===== src/rtl/ncr5380_mt.sv =====
// NCR5380-style SCSI initiator with a multi-target bus mux and pseudo-DMA handshake.
// Define NCR5380_MT_IRQ_EN to build the interrupt flag and the registered irq output.
module ncr5380_mt #(
    parameter int unsigned NUM_TGT   = 2,
    parameter logic [7:0]  IDLE_DATA = 8'h55
) (
    input  logic                   clk,
    input  logic                   reset,
    input  logic                   ce,
    input  logic                   bus_cs,
    input  logic                   bus_we,
    input  logic [2:0]             bus_rs,
    input  logic                   dack,
    input  logic [7:0]             wdata,
    output logic [7:0]             rdata,
    output logic                   irq,
    output logic                   drq,
    input  logic [NUM_TGT-1:0]     tgt_bsy,
    input  logic [NUM_TGT-1:0]     tgt_msg,
    input  logic [NUM_TGT-1:0]     tgt_cd,
    input  logic [NUM_TGT-1:0]     tgt_io,
    input  logic [NUM_TGT-1:0]     tgt_req,
    input  logic [8*NUM_TGT-1:0]   tgt_dout,
    output logic                   scsi_rst,
    output logic                   scsi_sel,
    output logic                   scsi_atn,
    output logic                   scsi_ack,
    output logic [7:0]             scsi_dout,
    output logic [2:0]             act_tgt
);

    typedef enum logic [1:0] {
        D_IDLE = 2'd0,
        D_WAIT = 2'd1,
        D_ACK  = 2'd2
    } dstate_t;

    dstate_t     state;
    dstate_t     state_n;

    logic [7:0]  mr;
    logic        icr_rst;
    logic [4:0]  icr_lo;
    logic [3:0]  tcr;
    logic        dma_en;
    logic        ack_q;
    logic        eodma;
    logic        busy_err;
    logic        irq_flag;

    logic        dma_wr_q, dma_rd_q, reg_wr_q, reg_rd_q;
    logic        req_q, bsy_q;

    logic        dma_wr_l, dma_rd_l, reg_wr_l, reg_rd_l;
    logic        dma_wr, dma_rd, reg_wr, reg_rd;

    logic        any_bsy;
    logic        sig_msg, sig_cd, sig_io, sig_req;
    logic [7:0]  din;
    logic        pmatch;
    logic        req_rise;
    logic        mismatch;
    logic        bsy_loss;
    logic        rd7_clr;
    logic        dma_start;
    logic        out_en;
    logic        csr_bsy;
    logic [7:0]  csr;
    logic [7:0]  bsr;

    // Host strobe edge detection with priority dma_wr > dma_rd > reg_wr
    always_comb begin
        dma_wr_l = dack & bus_we;
        dma_rd_l = dack & ~bus_we;
        reg_wr_l = bus_cs & bus_we;
        reg_rd_l = bus_cs & ~bus_we & ~dack;
        dma_wr   = dma_wr_l & ~dma_wr_q;
        dma_rd   = dma_rd_l & ~dma_rd_q & ~dma_wr;
        reg_wr   = reg_wr_l & ~reg_wr_q & ~dma_wr & ~dma_rd;
        reg_rd   = reg_rd_l & ~reg_rd_q;
    end

    // Lowest-index busy target owns the muxed bus; scanning downward leaves the lowest
    always_comb begin
        act_tgt = 3'd0;
        sig_msg = 1'b0;
        sig_cd  = 1'b0;
        sig_io  = 1'b0;
        sig_req = 1'b0;
        din     = IDLE_DATA;
        for (int i = int'(NUM_TGT) - 1; i >= 0; i--) begin
            if (tgt_bsy[i]) begin
                act_tgt = 3'(i);
                sig_msg = tgt_msg[i];
                sig_cd  = tgt_cd[i];
                sig_io  = tgt_io[i];
                sig_req = tgt_req[i];
                din     = tgt_dout[8*i +: 8];
            end
        end
    end

    always_comb begin
        any_bsy   = |tgt_bsy;
        pmatch    = (tcr[2:0] == {sig_msg, sig_cd, sig_io});
        req_rise  = sig_req & ~req_q;
        mismatch  = req_rise & dma_en & ~pmatch;
        bsy_loss  = bsy_q & ~any_bsy & mr[2];
        rd7_clr   = reg_rd & (bus_rs == 3'd7);
        dma_start = reg_wr & (bus_rs >= 3'd5) & mr[1];
    end

    // Register file, DMA enable, status flags and ACK timing
    always_ff @(posedge clk or posedge reset) begin
        if (reset) begin
            dma_wr_q  <= 1'b0;
            dma_rd_q  <= 1'b0;
            reg_wr_q  <= 1'b0;
            reg_rd_q  <= 1'b0;
            req_q     <= 1'b0;
            bsy_q     <= 1'b0;
            mr        <= 8'h00;
            icr_rst   <= 1'b0;
            icr_lo    <= 5'h00;
            tcr       <= 4'h0;
            scsi_dout <= 8'h00;
            dma_en    <= 1'b0;
            eodma     <= 1'b0;
            busy_err  <= 1'b0;
            ack_q     <= 1'b0;
        end else begin
            dma_wr_q <= dma_wr_l;
            dma_rd_q <= dma_rd_l;
            reg_wr_q <= reg_wr_l;
            reg_rd_q <= reg_rd_l;
            req_q    <= sig_req;
            bsy_q    <= any_bsy;

            if (reg_wr) begin
                case (bus_rs)
                    3'd0: scsi_dout <= wdata;
                    3'd1: begin
                        icr_rst <= wdata[7];
                        icr_lo  <= wdata[4:0];
                    end
                    3'd2: mr  <= wdata;
                    3'd3: tcr <= wdata[3:0];
                    default: ;
                endcase
            end
            if (dma_wr) scsi_dout <= wdata;
            if (bsy_loss) mr[1] <= 1'b0;

            if (dma_start) dma_en <= 1'b1;
            if (!mr[1] || mismatch || bsy_loss) dma_en <= 1'b0;

            // Set events are applied after the clear so they win a same-cycle collision
            if (rd7_clr) begin
                eodma    <= 1'b0;
                busy_err <= 1'b0;
            end
            if (mismatch) eodma    <= 1'b1;
            if (bsy_loss) busy_err <= 1'b1;

            if (ce) ack_q <= (state == D_ACK);
        end
    end

`ifdef NCR5380_MT_IRQ_EN
    always_ff @(posedge clk or posedge reset) begin
        if (reset) begin
            irq_flag <= 1'b0;
            irq      <= 1'b0;
        end else begin
            if (rd7_clr) irq_flag <= 1'b0;
            if (mismatch || bsy_loss) irq_flag <= 1'b1;
            irq <= irq_flag & mr[4];
        end
    end
`else
    assign irq_flag = 1'b0;
    assign irq      = 1'b0;
`endif

    always_ff @(posedge clk or posedge reset) begin
        if (reset) state <= D_IDLE;
        else       state <= state_n;
    end

    // DMA handshake sequencing
    always_comb begin
        state_n = state;
        case (state)
            D_IDLE:  if (dma_en) state_n = D_WAIT;
            D_WAIT:  if ((dma_rd | dma_wr) & sig_req) state_n = D_ACK;
            D_ACK:   if (!sig_req) state_n = D_WAIT;
            default: state_n = D_IDLE;
        endcase
        if (!dma_en) state_n = D_IDLE;
    end

    always_comb begin
        drq      = sig_req & dma_en & (state == D_WAIT);
        scsi_ack = icr_lo[4] | ack_q;
        scsi_sel = icr_lo[2];
        scsi_atn = icr_lo[1];
        scsi_rst = icr_rst;
    end

    // Host read mux; pseudo-DMA accesses always see the data port
    always_comb begin
        out_en  = icr_lo[0] | mr[0];
        csr_bsy = icr_lo[3] | any_bsy | mr[0];
        csr     = {icr_rst, csr_bsy, sig_req, sig_msg, sig_cd, sig_io, icr_lo[2], 1'b0};
        bsr     = {eodma, drq, 1'b0, irq_flag, pmatch, busy_err, icr_lo[1], scsi_ack};
        rdata   = 8'h00;
        if (dack) begin
            rdata = out_en ? scsi_dout : din;
        end else begin
            case (bus_rs)
                3'd0, 3'd6: rdata = out_en ? scsi_dout : din;
                3'd1:       rdata = {icr_rst, mr[0], 1'b0, icr_lo};
                3'd2:       rdata = mr;
                3'd3:       rdata = {4'h0, tcr};
                3'd4:       rdata = csr;
                3'd5:       rdata = bsr;
                default:    rdata = 8'hFF;
            endcase
        end
    end

endmodule


===== config.mk =====
export PLATFORM = sky130hd
export DESIGN_NAME = ncr5380_mt
export DESIGN_NICKNAME = d
export VERILOG_FILES = /design/src/rtl/ncr5380_mt.sv
export SDC_FILE = /design/constraint.sdc
export NUM_CORES = 1
export LEC_CHECK = 0
export ABC_AREA = 1
export BUFFER_PORTS_ARGS = -buffer_cell sky130_fd_sc_hd__clkbuf_2
export CORE_MARGIN = 2
export CORE_UTILIZATION = 51
export DETAILED_ROUTE_END_ITERATION = 16
export PLACE_DENSITY_LB_ADDON = 0.05
export SLEW_MARGIN = 20
export SYNTH_ARGS = -nofsm -noshare
export SYNTH_HDL_FRONTEND = slang
export SYNTH_SLANG_ARGS = --single-unit

===== constraint.sdc =====
create_clock -name clk -period 1.5 [get_ports clk]
set_input_delay 0.15 -clock clk [delete_from_list [all_inputs] [get_ports clk]]
set_output_delay 0.15 -clock clk [all_outputs]
set_load 0.05 [all_outputs]

### Yosys cells after proc, flatten, opt, wreduce, memory -nomap -nowiden

Index checks and enable logic that the tools add are counted.

* register bits after elaboration: 38
* input port bits: 43
* output and inout bits: 25
* word-level logic and storage cells: 119

* magnitude comparators: 1
* equal/unequal tests: 12
* muxes and demuxes: 30
* bitwise gates (word level): 39
* reductions and logical operators: 20

Operator list (number)
* $mux W8: 7
* $pmux W8 S6: 1
* $and A1 B1 Y1: 23
* $mux W1: 15
* $reduce_bool A2 Y1: 7
* $eq A3 B3 Y1 const B: 4
* $reduce_and A2 Y1: 6
* $not A1 Y1: 11
* $mux W2: 5
* $eq A3 B2 Y1 const B: 2
* $ne A3 B3 Y1 const B: 2
* $pmux W2 S3: 1
* $or A1 B1 Y1: 5
* $reduce_or A2 Y1: 2
* $eq A3 B1 Y1 const B: 1
* $eq A3 B3 Y1: 1
* $ge A3 B3 Y1 const B: 1
* $logic_not A3 Y1: 1
* $mux W3: 1
* $eq A2 B1 Y1 const B: 1
* $eq A2 B2 Y1 const B: 1
* $logic_not A2 Y1: 1
* $logic_or A1 B1 Y1: 2
* $logic_not A1 Y1: 1

### Longest topological paths before layout

* word-level depth: 10
* depth in mapped cells: 11
* depth with buffers taken out: 10

### Worst setup path after synthesis

Ideal clock, no wire load.

* kind: reg-to-output
* start: reg icr_lo[0]
* end: out rdata[0]
* data arrival time: 2.125 ns
* required time: 1.350 ns
* path slack: -0.775 ns
* stages on the path, launching flop included: 5
* path buffers: 1
* path through: dfrtp_1 -> nor2_1 -> clkbuf_1 -> o21ai_0 -> o21ai_0

* cells in the longest elaborated chain, start to end: 4

Ends and longest elaborated chain
* start: declaration: line 43 `logic [4:0] icr_lo;`
* start signal: assignment: line 144 `icr_lo <= wdata[4:0];`
* $or A1 B1 Y1: line 212 `out_en = icr_lo[0] | mr[0];`
* $mux W8: line 218, 221
* $pmux W8 S6: line 220 `case (bus_rs)`
* $mux W8 (*): line 217 `if (dack) begin`
* end: declaration: line 15 `output logic [7:0] rdata,`

Every way passes the cells marked *; elsewhere a longest branch is shown, timed or not.

### Worst setup path after layout

* start: reg mr[1]
* end: out rdata[1]

* cells in the longest elaborated chain, start to end: 2

Ends and longest elaborated chain
* start: declaration: line 41 `logic [7:0] mr;`
* start signal: assignment: line 146 `3'd2: mr <= wdata;`
* $pmux W8 S6: line 220
* $mux W8: line 217

Every way passes these cells.

==> results.toml <==
[logic_synthesis]
synth.avg_cell_area_um2 = 7.11
synth-seq-area-share_pct = 43.3
synth_compound_area_share_pct = 14.9
synth_largest_area_cell = "dfrtp_1"
synthMuxAreaShare_pct = 0
synthesis.area_um2 = 2200
synth_top_cell_area_share_pct = 43.3
netlist_instances = 309
synthSimpleGateAreaFrac_pct = 30.9
synth_top_family_by_area = "simple AND/OR/NAND/NOR gates"
yosysUniqueCellTypes = 28
synth_xor_area_share_pct = 0
synth.area.top_cells = "dfrtp_1, nand2_1, o21ai_0"
yosys_warnings = 0
ys_ff_latch = 38
synthAdderAreaFrac_pct = 0.569

[place]
gp_routability_congestion = 0.886
io_buffers = 64
dpl_cell_area_um2 = 2870
placement.setup.worst_slack_ns = -0.139
dp_hpwl_um = 5010

[finish]
final_layout_size_suffix_gt1_share_pct = 39.9
nets = 457
insertedDiodeCount = 0
regArea_um2 = 952
area_growth_pct = 50.5
design_area_um2 = 3310
fill_cells = 288
multi_input_area_um2 = 1260
final_cell_mix = "nand2_1, clkbuf_2, dfrtp_1"
mostFrequentLayoutCell = "nand2_1"

[power]
ir_drop_mv = 0.828
p_int_w = 0.00238
p_comb_share_pct = 44.8
p_leak_nw = 1.78
p_sw_share_pct = 41.9
switchingPower_w = 0.00171
pwr-share-seq_pct = 34.4
clockPowerShare_pct = 20.8
powerDensity_nw_per_um2 = 1240

[sta]
setup_ws_ns = -0.167
fmaxAchievable_ghz = 0.600
min_period_over_period_pct = 111
slew_violations = 0
rsz0062_at_grt = "yes"
fin_worst_skew_ns = 0.00506
fin_crit_ns = 1.67
finalHoldViolCount = 0
setup_viol = 8

[floorplan]
dieArea_um2 = 4850
initial_core_util_pct = 53.8
pin_count = 68
die_h_um = 69.7
die_w_um = 69.7
row_count = 23
core_area_um2 = 4090

[global_route]
grt_max_degree = 39
grt_pass1_wl_um = 11100
grt_remaining_overflow = 0
grt_usage_pct = 29.1
grt_pass1_vias = 2301
antenna_found_initial = 0

[cts]
cts_sinks = 38
cts_tree = "yes"
clk_pin_slew_ns = 0.08
clock_path_buffers = 2
cts_buffers = 5
cts_htree_levels = 2
clock_latency_ns = 0.29
cts-root-buf = "clkbuf_8"

[detailed_routing]
wl_per_cell_um = 15.9
drt_first_pass_iters = 5
drc_errors = 0
vias = 2536
viasPerCell = 5.47
ant_nets = 0
wl_um = 7360
first_iter_violations = 195

[worst_setup_path]
r2r_slack_ns = 0.03
cp-end-kind = "output pin"
start_kind = "flop"
crit_required_ns = 1.35
cp_max_fo = 2
crit_type = "reg2out"
cp.arrival_ns = 1.52

[job]
drv_cap = 0

[outcome]
failed_checks = "setup timing"
outcome = "complete, but fails checks"

[hold_path]
hold_path_class = "in2reg"
[layer usage]
layer  track usage [%]  share of wire [%]
met1              37.7                 41
met2              50.2                 50
met3              4.51                6.5
met4              9.19                2.7
met5                 0                  0
[per-stage QoR]
| step | util (%) | cells | hold slack [ns] | TNS [ns] | total power, W |
|---|---|---|---|---|---|
| final | 81.0 | 464 | 0.0453 | -1.02 | 0.00409 |
| after global placement | 70.2 | 450 | 0.260 | -0.794 | 0.00278 |
| after global routing | 81.0 | 464 | 0.0655 | -1.55 | 0.00425 |
| after detailed placement | 70.2 | 450 | 0.266 | -0.787 | 0.00282 |
| after CTS | 78.5 | 463 | 0.0437 | -1.27 | 0.00396 |
| after floorplan | - | 311 | 0.216 | -0.0378 | 0.00235 |
[synthesized netlist by cell type]
cell	count
inv_2	1
ha_1	1
a22oi_1	1
a21oi_1	5
buf_4	4
clkbuf_1	2
nand2_1	92
inv_1	42
o21ai_2	1
o211ai_1	3
nor2_1	17
nor3_1	4
buf_2	3
nor2_4	2
nor2_2	1
nor3_4	1
conb_1	1
o21ai_1	3
or2_2	1
nand3_1	31
nand4_2	1
nand4_1	4
buf_6	1
dfrtp_1	38
o21ai_0	43
o22ai_1	4
nand2_2	1
o31ai_1	1
[state kept, by name (all words and copies together) (netlist names)]
| signal | flops |
|---|---|
| state | 2 |
| bsy_q | 1 |
| reg_wr_q | 1 |
| tcr | 4 |
| reg_rd_q | 1 |
| req_q | 1 |
| dma_wr_q | 1 |
| dma_rd_q | 1 |
| ack_q | 1 |
| dma_en | 1 |
| scsi_rst | 1 |
| mr | 8 |
| busy_err | 1 |
| eodma | 1 |
| icr_lo | 5 |
| scsi_dout | 8 |
[timing repair]
item | CTS | global route
hold buffers | 1 | 0
hold endpoints to repair | 38 | 0
gates resized for setup | 49 | 43
setup endpoints to repair | 9 | 22
setup buffers | 3 | 4
gates cloned | 1 | 0
pin swaps | 12 | 21
[logic make-up after synthesis]
group	Yosys count
and+or+nand+nor	155
AOI/OAI and AO/OA	61
buffers and inverters	53
DFF	38
adders and majority gates	1
other	1
[worst max-delay path, cell delays in order, from the launching register on]
cell	delay [ns]
dfrtp_1	0.40
inv_2	0.08
nor2_2	0.04
nor2_2	0.12
nand3_2	0.11
o21ai_2	0.14
buf_4	0.13
o21ai_4	0.06
buf_8	0.15
[path summary, 6_finish.rpt]
check                                         from  cells past startpoint                end
min in group asynchronous                    reset                      4  eodma$_DFFE_PP0P_
worst max-delay path             mr[1]$_DFFE_PP0P_                      8           rdata[1]
worst max register to register  reg_wr_q$_DFF_PP0_                      4  mr[1]$_DFFE_PP0P_
worst min-delay path                            ce                      2  ack_q$_DFFE_PP0P_
worst min register to register   mr[3]$_DFFE_PP0P_                      2  mr[3]$_DFFE_PP0P_
max in group asynchronous                    reset                      4  mr[0]$_DFFE_PP0P_
[power by group through the flow]
stage	sequential (W)	clock, W	combinational, W
3_3_place_gp	0.00138	0	0.00140
5_1_grt	0.00143	0.000895	0.00193
4_1_cts	0.00139	0.000862	0.00171
6_report	0.00141	0.000852	0.00183
2_1_floorplan	0.00160	0	0.000755
3_5_place_dp	0.00139	0	0.00143
[cell type report]
cell class / instances / area share, %
Tap cell: 50 / 1.89
Sequential cell: 38 / 28.8
Inverter: 43 / 4.99
Clock inverter: 3 / 1.21
Multi-Input combinational cell: 220 / 38.0
Clock buffer: 5 / 2.08
Timing Repair Buffer: 105 / 23.1
Note: power is estimated with default switching activity, not from simulation.
